--- src/rtl/ahblite_slave_mux_if.sv ---
// AHB-Lite response-side bundle between master/decoder/slaves and the slave mux.
// Latency: none (wires only).
// Backpressure: HREADY carried back to the master and every slave.
interface ahblite_slave_mux_if;
  logic [1:0]  HTRANS;
  logic        HSEL_P0, HSEL_P1, HSEL_P2, HSEL_P3, HSEL_P4;
  logic [31:0] HRDATA_P0, HRDATA_P1, HRDATA_P2, HRDATA_P3, HRDATA_P4;
  logic        HREADYOUT_P0, HREADYOUT_P1, HREADYOUT_P2, HREADYOUT_P3, HREADYOUT_P4;
  logic        HRESP_P0, HRESP_P1, HRESP_P2, HRESP_P3, HRESP_P4;
  logic [31:0] HRDATA;
  logic        HREADY;
  logic        HRESP;
  logic        TIMEOUT_FLAG;

  // Mux side: consumes transfer/select/slave responses, produces the merged response.
  modport slave (
    input  HTRANS,
    input  HSEL_P0, HSEL_P1, HSEL_P2, HSEL_P3, HSEL_P4,
    input  HRDATA_P0, HRDATA_P1, HRDATA_P2, HRDATA_P3, HRDATA_P4,
    input  HREADYOUT_P0, HREADYOUT_P1, HREADYOUT_P2, HREADYOUT_P3, HREADYOUT_P4,
    input  HRESP_P0, HRESP_P1, HRESP_P2, HRESP_P3, HRESP_P4,
    output HRDATA, HREADY, HRESP, TIMEOUT_FLAG
  );

  // Fabric side: master, decoder and slaves driving into the mux.
  modport master (
    output HTRANS,
    output HSEL_P0, HSEL_P1, HSEL_P2, HSEL_P3, HSEL_P4,
    output HRDATA_P0, HRDATA_P1, HRDATA_P2, HRDATA_P3, HRDATA_P4,
    output HREADYOUT_P0, HREADYOUT_P1, HREADYOUT_P2, HREADYOUT_P3, HREADYOUT_P4,
    output HRESP_P0, HRESP_P1, HRESP_P2, HRESP_P3, HRESP_P4,
    input  HRDATA, HREADY, HRESP, TIMEOUT_FLAG
  );
endinterface

--- src/rtl/ahblite_slave_mux.sv ---
// AHB-Lite slave response mux with built-in default (ERROR) slave; optional timeout via AHB_MUX_TIMEOUT_EN.
// Latency: mapped transfers add 0 cycles; unmapped transfers take exactly 2 data-phase cycles.
// Backpressure: selected slave's HREADYOUT drives global HREADY; address phase sampled only when HREADY=1.
module ahblite_slave_mux #(
  parameter bit          PORT0_EN       = 1'b1,
  parameter bit          PORT1_EN       = 1'b1,
  parameter bit          PORT2_EN       = 1'b1,
  parameter bit          PORT3_EN       = 1'b1,
  parameter bit          PORT4_EN       = 1'b1,
  parameter int unsigned TIMEOUT_CYCLES = 16
) (
  input logic                HCLK,
  input logic                HRESET,
  ahblite_slave_mux_if.slave bus
);

  typedef enum logic [2:0] {
    SEL_NONE = 3'd0,
    SEL_P0   = 3'd1,
    SEL_P1   = 3'd2,
    SEL_P2   = 3'd3,
    SEL_P3   = 3'd4,
    SEL_P4   = 3'd5,
    SEL_DEF  = 3'd6
  } sel_e;

  typedef enum logic [1:0] {
    DS_IDLE = 2'd0,
    DS_ERR1 = 2'd1,
    DS_ERR2 = 2'd2
  } ds_e;

  localparam logic [1:0] TR_NONSEQ = 2'b10;
  localparam logic [1:0] TR_SEQ    = 2'b11;

  // The counter needs at least one stalled cycle before the ERROR pair.
  if (TIMEOUT_CYCLES < 2) begin : g_bad_timeout
    $error("ahblite_slave_mux: TIMEOUT_CYCLES must be >= 2");
  end

  sel_e        sel_q, sel_d;
  ds_e         ds_state, ds_next;
  logic [4:0]  hsel_m;
  logic        htrans_active;
  logic [31:0] hrdata;
  logic        hready, hresp;
  logic        port_rdy, port_resp, on_port;
  logic        timeout_hit;

  // Disabled ports look unmapped, so their selects fall through to the default slave.
  assign hsel_m = {bus.HSEL_P4 & PORT4_EN, bus.HSEL_P3 & PORT3_EN, bus.HSEL_P2 & PORT2_EN,
                   bus.HSEL_P1 & PORT1_EN, bus.HSEL_P0 & PORT0_EN};
  assign htrans_active = (bus.HTRANS == TR_NONSEQ) || (bus.HTRANS == TR_SEQ);

  // Address-phase decode: lowest enabled select wins, otherwise DEF for real transfers.
  always_comb begin
    sel_d = SEL_NONE;
    if      (hsel_m[0])     sel_d = SEL_P0;
    else if (hsel_m[1])     sel_d = SEL_P1;
    else if (hsel_m[2])     sel_d = SEL_P2;
    else if (hsel_m[3])     sel_d = SEL_P3;
    else if (hsel_m[4])     sel_d = SEL_P4;
    else if (htrans_active) sel_d = SEL_DEF;
  end

  // Data-phase mux from the registered select; NONE and DEF return zero data.
  always_comb begin
    hrdata    = '0;
    port_rdy  = 1'b1;
    port_resp = 1'b0;
    on_port   = 1'b0;
    case (sel_q)
      SEL_P0: begin hrdata = bus.HRDATA_P0; port_rdy = bus.HREADYOUT_P0; port_resp = bus.HRESP_P0; on_port = 1'b1; end
      SEL_P1: begin hrdata = bus.HRDATA_P1; port_rdy = bus.HREADYOUT_P1; port_resp = bus.HRESP_P1; on_port = 1'b1; end
      SEL_P2: begin hrdata = bus.HRDATA_P2; port_rdy = bus.HREADYOUT_P2; port_resp = bus.HRESP_P2; on_port = 1'b1; end
      SEL_P3: begin hrdata = bus.HRDATA_P3; port_rdy = bus.HREADYOUT_P3; port_resp = bus.HRESP_P3; on_port = 1'b1; end
      SEL_P4: begin hrdata = bus.HRDATA_P4; port_rdy = bus.HREADYOUT_P4; port_resp = bus.HRESP_P4; on_port = 1'b1; end
      default: ;
    endcase
  end

  // Default-slave FSM: ERR states override ready/resp; ERR2 accepts the next address.
  always_comb begin
    hready  = port_rdy;
    hresp   = port_resp;
    ds_next = ds_state;
    case (ds_state)
      DS_IDLE: begin
        if ((hready && (sel_d == SEL_DEF)) || timeout_hit) ds_next = DS_ERR1;
      end
      DS_ERR1: begin
        hready  = 1'b0;
        hresp   = 1'b1;
        ds_next = DS_ERR2;
      end
      DS_ERR2: begin
        hready  = 1'b1;
        hresp   = 1'b1;
        ds_next = (sel_d == SEL_DEF) ? DS_ERR1 : DS_IDLE;
      end
      default: ds_next = DS_IDLE;
    endcase
  end

  // Select register and FSM state; the select only advances on a ready cycle.
  always_ff @(posedge HCLK) begin
    if (HRESET) begin
      sel_q    <= SEL_NONE;
      ds_state <= DS_IDLE;
    end else begin
      ds_state <= ds_next;
      if (hready) sel_q <= sel_d;
    end
  end

`ifdef AHB_MUX_TIMEOUT_EN
  localparam int TW = $clog2(TIMEOUT_CYCLES + 1);

  logic [TW-1:0] tcnt;
  logic          timeout_flag_q;
  logic          stall;

  // Only a real slave inserting wait states counts; the ERR override never does.
  assign stall       = on_port && !port_rdy && (ds_state == DS_IDLE);
  assign timeout_hit = stall && (tcnt == TW'(TIMEOUT_CYCLES - 1));

  // Wait-state counter and sticky flag; the edge that completes the limit starts ERR1.
  always_ff @(posedge HCLK) begin
    if (HRESET) begin
      tcnt           <= '0;
      timeout_flag_q <= 1'b0;
    end else begin
      tcnt <= stall ? tcnt + 1'b1 : '0;
      if (timeout_hit) timeout_flag_q <= 1'b1;
    end
  end

  assign bus.TIMEOUT_FLAG = timeout_flag_q;
`else
  assign timeout_hit      = 1'b0;
  assign bus.TIMEOUT_FLAG = 1'b0;
`endif

  assign bus.HRDATA = hrdata;
  assign bus.HREADY = hready;
  assign bus.HRESP  = hresp;

endmodule

--- src/flat_wrapper.sv ---
// flat-port wrapper written by rule: the top's interface ports become plain ports
module ahblite_slave_mux_flat 
#(
  parameter bit          PORT0_EN       = 1'b1,
  parameter bit          PORT1_EN       = 1'b1,
  parameter bit          PORT2_EN       = 1'b1,
  parameter bit          PORT3_EN       = 1'b1,
  parameter bit          PORT4_EN       = 1'b1,
  parameter int unsigned TIMEOUT_CYCLES = 16
)
  (HCLK, HRESET, bus_HTRANS, bus_HSEL_P0, bus_HSEL_P1, bus_HSEL_P2, bus_HSEL_P3, bus_HSEL_P4, bus_HRDATA_P0, bus_HRDATA_P1, bus_HRDATA_P2, bus_HRDATA_P3, bus_HRDATA_P4, bus_HREADYOUT_P0, bus_HREADYOUT_P1, bus_HREADYOUT_P2, bus_HREADYOUT_P3, bus_HREADYOUT_P4, bus_HRESP_P0, bus_HRESP_P1, bus_HRESP_P2, bus_HRESP_P3, bus_HRESP_P4, bus_HRDATA, bus_HREADY, bus_HRESP, bus_TIMEOUT_FLAG);
  ahblite_slave_mux_if bus_i ();
  input logic HCLK;
  input logic HRESET;
  input wire logic [$bits(bus_i.HTRANS)-1:0] bus_HTRANS;
  input wire logic [$bits(bus_i.HSEL_P0)-1:0] bus_HSEL_P0;
  input wire logic [$bits(bus_i.HSEL_P1)-1:0] bus_HSEL_P1;
  input wire logic [$bits(bus_i.HSEL_P2)-1:0] bus_HSEL_P2;
  input wire logic [$bits(bus_i.HSEL_P3)-1:0] bus_HSEL_P3;
  input wire logic [$bits(bus_i.HSEL_P4)-1:0] bus_HSEL_P4;
  input wire logic [$bits(bus_i.HRDATA_P0)-1:0] bus_HRDATA_P0;
  input wire logic [$bits(bus_i.HRDATA_P1)-1:0] bus_HRDATA_P1;
  input wire logic [$bits(bus_i.HRDATA_P2)-1:0] bus_HRDATA_P2;
  input wire logic [$bits(bus_i.HRDATA_P3)-1:0] bus_HRDATA_P3;
  input wire logic [$bits(bus_i.HRDATA_P4)-1:0] bus_HRDATA_P4;
  input wire logic [$bits(bus_i.HREADYOUT_P0)-1:0] bus_HREADYOUT_P0;
  input wire logic [$bits(bus_i.HREADYOUT_P1)-1:0] bus_HREADYOUT_P1;
  input wire logic [$bits(bus_i.HREADYOUT_P2)-1:0] bus_HREADYOUT_P2;
  input wire logic [$bits(bus_i.HREADYOUT_P3)-1:0] bus_HREADYOUT_P3;
  input wire logic [$bits(bus_i.HREADYOUT_P4)-1:0] bus_HREADYOUT_P4;
  input wire logic [$bits(bus_i.HRESP_P0)-1:0] bus_HRESP_P0;
  input wire logic [$bits(bus_i.HRESP_P1)-1:0] bus_HRESP_P1;
  input wire logic [$bits(bus_i.HRESP_P2)-1:0] bus_HRESP_P2;
  input wire logic [$bits(bus_i.HRESP_P3)-1:0] bus_HRESP_P3;
  input wire logic [$bits(bus_i.HRESP_P4)-1:0] bus_HRESP_P4;
  output wire logic [$bits(bus_i.HRDATA)-1:0] bus_HRDATA;
  output wire logic [$bits(bus_i.HREADY)-1:0] bus_HREADY;
  output wire logic [$bits(bus_i.HRESP)-1:0] bus_HRESP;
  output wire logic [$bits(bus_i.TIMEOUT_FLAG)-1:0] bus_TIMEOUT_FLAG;
  assign bus_i.HTRANS = bus_HTRANS;
  assign bus_i.HSEL_P0 = bus_HSEL_P0;
  assign bus_i.HSEL_P1 = bus_HSEL_P1;
  assign bus_i.HSEL_P2 = bus_HSEL_P2;
  assign bus_i.HSEL_P3 = bus_HSEL_P3;
  assign bus_i.HSEL_P4 = bus_HSEL_P4;
  assign bus_i.HRDATA_P0 = bus_HRDATA_P0;
  assign bus_i.HRDATA_P1 = bus_HRDATA_P1;
  assign bus_i.HRDATA_P2 = bus_HRDATA_P2;
  assign bus_i.HRDATA_P3 = bus_HRDATA_P3;
  assign bus_i.HRDATA_P4 = bus_HRDATA_P4;
  assign bus_i.HREADYOUT_P0 = bus_HREADYOUT_P0;
  assign bus_i.HREADYOUT_P1 = bus_HREADYOUT_P1;
  assign bus_i.HREADYOUT_P2 = bus_HREADYOUT_P2;
  assign bus_i.HREADYOUT_P3 = bus_HREADYOUT_P3;
  assign bus_i.HREADYOUT_P4 = bus_HREADYOUT_P4;
  assign bus_i.HRESP_P0 = bus_HRESP_P0;
  assign bus_i.HRESP_P1 = bus_HRESP_P1;
  assign bus_i.HRESP_P2 = bus_HRESP_P2;
  assign bus_i.HRESP_P3 = bus_HRESP_P3;
  assign bus_i.HRESP_P4 = bus_HRESP_P4;
  assign bus_HRDATA = bus_i.HRDATA;
  assign bus_HREADY = bus_i.HREADY;
  assign bus_HRESP = bus_i.HRESP;
  assign bus_TIMEOUT_FLAG = bus_i.TIMEOUT_FLAG;
  ahblite_slave_mux #(.PORT0_EN(PORT0_EN), .PORT1_EN(PORT1_EN), .PORT2_EN(PORT2_EN), .PORT3_EN(PORT3_EN), .PORT4_EN(PORT4_EN), .TIMEOUT_CYCLES(TIMEOUT_CYCLES)) u_core (.HCLK(HCLK), .HRESET(HRESET), .bus(bus_i));
endmodule
--- config.mk ---
export PLATFORM = sky130hd
export DESIGN_NAME = ahblite_slave_mux_flat
export DESIGN_NICKNAME = d
export VERILOG_FILES = /design/src/rtl/ahblite_slave_mux_if.sv /design/src/rtl/ahblite_slave_mux.sv /design/src/flat_wrapper.sv
export SDC_FILE = /design/constraint.sdc
export NUM_CORES = 1
export LEC_CHECK = 0
export ABC_AREA = 1
export BUFFER_PORTS_ARGS = -buffer_cell sky130_fd_sc_hd__buf_4
export CORE_AREA = 3 3 82 84
export DETAILED_ROUTE_END_ITERATION = 7
export DIE_AREA = 0 0 85 87
export PLACE_DENSITY = 0.68
export REMOVE_ABC_BUFFERS = 1
export SYNTH_ARGS = -nofsm -noshare
export SYNTH_HDL_FRONTEND = slang
export SYNTH_SLANG_ARGS = --single-unit
--- constraint.sdc ---
create_clock -name HCLK -period 4.89 [get_ports HCLK]
set_clock_uncertainty 0.1 [all_clocks]
set_input_delay 0.2445 -clock HCLK [delete_from_list [all_inputs] [get_ports HCLK]]
set_output_delay 0.2445 -clock HCLK [all_outputs]
set_load 0.05 [all_outputs]
# Word-level counts from Yosys, hierarchy flattened

Index checks and enable logic that the tools add are counted.
W data, S select, Z words.

Muxes and demuxes: 14
$lt $le $gt $ge: 0
Shift operators: 0
$add $sub $neg: 0
Bitwise logic cells: 0
Eq/ne operators: 11
Divide/modulo/power cells: 0
Multiply operators: 0
Reduce and logical (&&, ||, !) cells: 4

Operator list:

| cell                 | number |
|---|---|
| $pmux W32 S5         | 1 |
| $mux W3              | 6 |
| $pmux W1 S5          | 2 |
| $eq A3 B3 Y1 const B | 3 |
| $eq A2 B2 Y1 const B | 3 |
| $eq A3 B2 Y1 const B | 2 |
| $pmux W2 S3          | 1 |
| $eq A3 B1 Y1 const B | 1 |
| $eq A2 B1 Y1 const B | 1 |
| $logic_not A2 Y1     | 1 |
| $mux W1              | 2 |
| $mux W2              | 1 |
| $ne A2 B1 Y1 const B | 1 |
| $pmux W1 S2          | 1 |
| $reduce_or A2 Y1     | 1 |
| $logic_and A1 B1 Y1  | 1 |
| $logic_or A1 B1 Y1   | 1 |

Bits in writable memories: 0
Logic and storage cells: 31
Memories kept: 0
Output and inout port bits: 35
Register bits: 5
ROM bits: 0
Bits in latches: 0

# Longest topological paths before layout

Depth in word-level cells: 12
Mapped depth: 11
Depth with buffers taken out: 11

# Worst setup path after synthesis

Ideal clock, no wire load.

Kind: flip-flop to output port
From: register u_core.sel_q[0]
To: output bus_HRDATA[10]
Required time: 4.546 ns
Setup slack: 2.933 ns
Buffers on the path: 2
Arrival: 1.612 ns
Stages on the path, launching flop included: 5
Cell sequence: dfxtp_1 -> buf_2 -> nand3_1 -> clkbuf_1 -> o2111ai_1

Word-level cells in the longest chain between the ends: 2
Elaborated cells between the ends (all ways): 6

Ends and longest elaborated chain:

| what                                       | line                     | RTL |
|---|---|---|
| start: declaration                         | ahblite_slave_mux.sv:41  | `sel_e sel_q, sel_d;` |
| start signal: assignment                   | ahblite_slave_mux.sv:112 | `if (hready) sel_q <= sel_d;` |
| $eq A3 B3 Y1, or another cell as far along | n/a                      |  |
| $pmux W32 S5 (*)                           | ahblite_slave_mux.sv:72  | `case (sel_q)` |
| end: declaration                           | flat_wrapper.sv:36       | `output wire logic [$bits(bus_i.HRDATA)-1:0] bus_HRDATA;` |

Every way passes the cells marked *; elsewhere a longest branch is shown, timed or not.

# Worst setup path in the final report

From: register u_core.sel_q[0]
To: output bus_HRDATA[5]

The elaborated chain is that of the path after synthesis.

==> results.cfg <==
[outcome]
status = finished, final reports clean

[clock_network]
cts_setup_buffers = 0
cts_hold_buffers = 0
cts.repair.resized = 0
cts.sinks = 5
tritoncts.num_buffers = 3
ctsLongestPathBuffers = 2
clk_pin_slew_ns = 0.03
cts-root-buf = clkbuf_8
htreeDepth = 1
insertion_delay_ns = 0.22
cts_tree = built

[logic_synthesis]
async_flop_share = 0
ys_types = 23
ys_seq_area_frac = 0.0609
synth_simple_gate_area_share = 0.541
synth_ff_type = dfxtp_1
synthMuxAreaShare = 0
synth_xor_area_frac = 0
synth_adder_area_share = 0.0304
synth_area_sq_mm = 0.00164
synth_top_family_by_area = simple AND/OR/NAND/NOR gates
ys_ff_latch = 5
synth-compound-area-share = 0.142
synth.area.top_cells = nand2_1 34%, inv_1 17%, nand4_1 13%
yosys.area.top_type = nand2_1
yosysMostFrequentCell = nand2_1
synth_edf_count = 0
synth_top_area_frac = 0.336
synth_warnings = 0
synth_common_cells = 147 x nand2_1, 76 x inv_1, 34 x nand4_1, 32 x o21ai_0, 12 x clkbuf_1
synth.avg_cell_area_sq_um = 4.63
netlist_instances = 355

[pwr]
swShare = 0.649
power_frac_clock = 0.044
p_int_mw = 0.604
power.switching_mw = 1.12
seq_power_share = 0.045
p_per_area_mw_per_mm2 = 520
p_comb_frac = 0.910
p_total_mw = 1.72
p_leak_nw = 1.82
ir_worst_vdd_v = 0.000383

[flow_run]
cap_violations = 0

[place]
post-dp-hpwl_mm = 6.78
detailedPlace.worstSlack_ns = 2.25
dp_cells = 626
portBuffers = 211
gp_congestion = 0.841

[min_path]
min_from = HRESET
worstHoldEndpoint = u_core.ds_state[0]$_SDFFE_PP0P_
whs_path_depth = 4
hp-class = primary input to flip-flop

[floorplanning]
start_util = 0.274
dieArea_sq_mm = 0.00740
io_pins = 214
fp.dieW_um = 85
core_area_sq_mm = 0.00599
dieHeight_um = 87
rows = 28

[detailed_routing]
wirelength_mm = 8.21
drtAntennaViolNets = 0
firstDrtPassIters = 4
vias_per_cell = 4.54
wl_met1_mm = 3.17
num_vias = 2861
drt-initial-drc-count = 87
routedWlPerCell_um = 13.0
drc_errors = 0
wl_met2_mm = 4.19
top_layer = met4
routed-wl-met3_um = 708

[timing]
setup_ws_ns = 2.14
setup_violations = 0
tns_ns = 0
whs_ns = 0.169
hold_viol = 0
period_share = 0.562
worst_pin_slew_ns = 1.08
max_freq_mhz = 364
min_period_ns = 2.75
rsz0062_at_grt = false
drv_slew = 0
relSlewSlack = 0.277

[cells_and_area]
synthToLayoutAreaGrowth_pct = 102
final_cells = 630
fin_nets = 739
n_antenna_cell = 0
n_fill_cell = 644
drive_above_1_share = 0.404

[critical_path]
cp.required_ns = 4.55
critPathTopFamily = simple AND/OR/NAND/NOR gates
worst_setup_path_start_kind = flip-flop
worstReg2RegEnd = u_core.ds_state[1]$_SDFFE_PP0P_
end_kind = output pin
rr_startpoint = u_core.sel_q[0]$_SDFFE_PP0P_
crit_chain = nand3_1 -> o21ai_0 -> inv_1 -> nand4_1 -> buf_4
crit_arrival_ns = 2.40
slowest_delay_ns = 0.79
path_buf_inv = 2
slowest_stage = nand3_1
ff2ff_path_depth = 9
worstSetupPathType = flip-flop to output pin
r2r_slack_ns = 2.95
cp_max_fo = 33

[global_route]
grt_pass1_vias = 2811
grtUsageTotal = 0.212
overflow = 0
antenna_found_initial = 0
grt_pass1_wl_mm = 13.0
grt_max_degree = 34
## worst reg2reg max path, delay by kind of cell (launching register included)
kind,cells,cell delay (ns)
flip-flops,1,0.45
buffers and inverters,1,0.05
AO/OA/AOI/OAI,1,0.14
AND/OR/NAND/NOR,7,1.08
## flip-flops by register name, indices dropped and copies added, names as in the netlist
| name | cells |
|---|---|
| u_core.ds_state | 2 |
| u_core.sel_q | 3 |
## area by class of cell
| type | count | area [sq um] | share of cell area |
|---|---|---|---|
| clock buffer | 4 | 45.0 | 0.0136 |
| inverter | 77 | 289 | 0.0872 |
| multi-input combinational | 255 | 1180 | 0.356 |
| sequential | 5 | 100 | 0.0302 |
| tap | 75 | 93.8 | 0.0283 |
| timing repair buffer | 214 | 1610 | 0.485 |
## metal layers
layer  up-vias  global-route usage
met3        11              0.0397
li1       1504                   -
met1      1215               0.255
met5         -                   0
met2       131               0.384
met4         0              0.0576
## power by group through the flow
stage	Sequential, mW	Combinational, mW	Clock, mW
global route	0.0806	1.69	0.0839
finish	0.0779	1.57	0.0766
detailed placement	0.0785	1.57	0
CTS	0.0779	1.58	0.0786
floorplan	0.0732	1.06	0
global placement	0.0769	1.57	0
## logic make-up (layout without fill, tap and decap cells)
kind of cell,count (synthesis),after routing
flops,5,5
fa+ha+maj,4,4
buf+inv,95,295
simple gates,206,206
other cells,1,1
compound gates,44,44
## stage by stage
step / cell area [sq um] / util
3_5_place_dp: 3270 / 0.546
6_report: 3310 / 0.553
3_3_place_gp: 3270 / 0.546
4_1_cts: 3310 / 0.553
2_1_floorplan: 1570 / -
5_1_grt: 3310 / 0.553
## how the worst max path moves through the flow
stage	start	endpoint	slack, ns	cells after the start
global route	u_core.sel_q[0]$_SDFFE_PP0P_	bus_HRDATA[5]	1.73	5
floorplan	u_core.sel_q[2]$_SDFFE_PP0P_	bus_HRESP	2.34	7
CTS	u_core.sel_q[0]$_SDFFE_PP0P_	bus_HRDATA[5]	2.01	5
global placement	u_core.sel_q[0]$_SDFFE_PP0P_	bus_HRDATA[5]	2.34	5
detailed placement	u_core.sel_q[0]$_SDFFE_PP0P_	bus_HRDATA[5]	2.25	5
finish	u_core.sel_q[0]$_SDFFE_PP0P_	bus_HRDATA[5]	2.14	5
## cells in the final DEF (no fill, tap or decap), drive strengths merged, types with 2 or more instances in the layout
master,count
nand2,147
nand4,34
clkbuf,4
inv,77
o21ai,32
nand3,9
buf,214
dfxtp,5
ha,4
a21oi,8
o2111ai,2
nor2,12
Note: power is estimated with default switching activity, not from simulation.
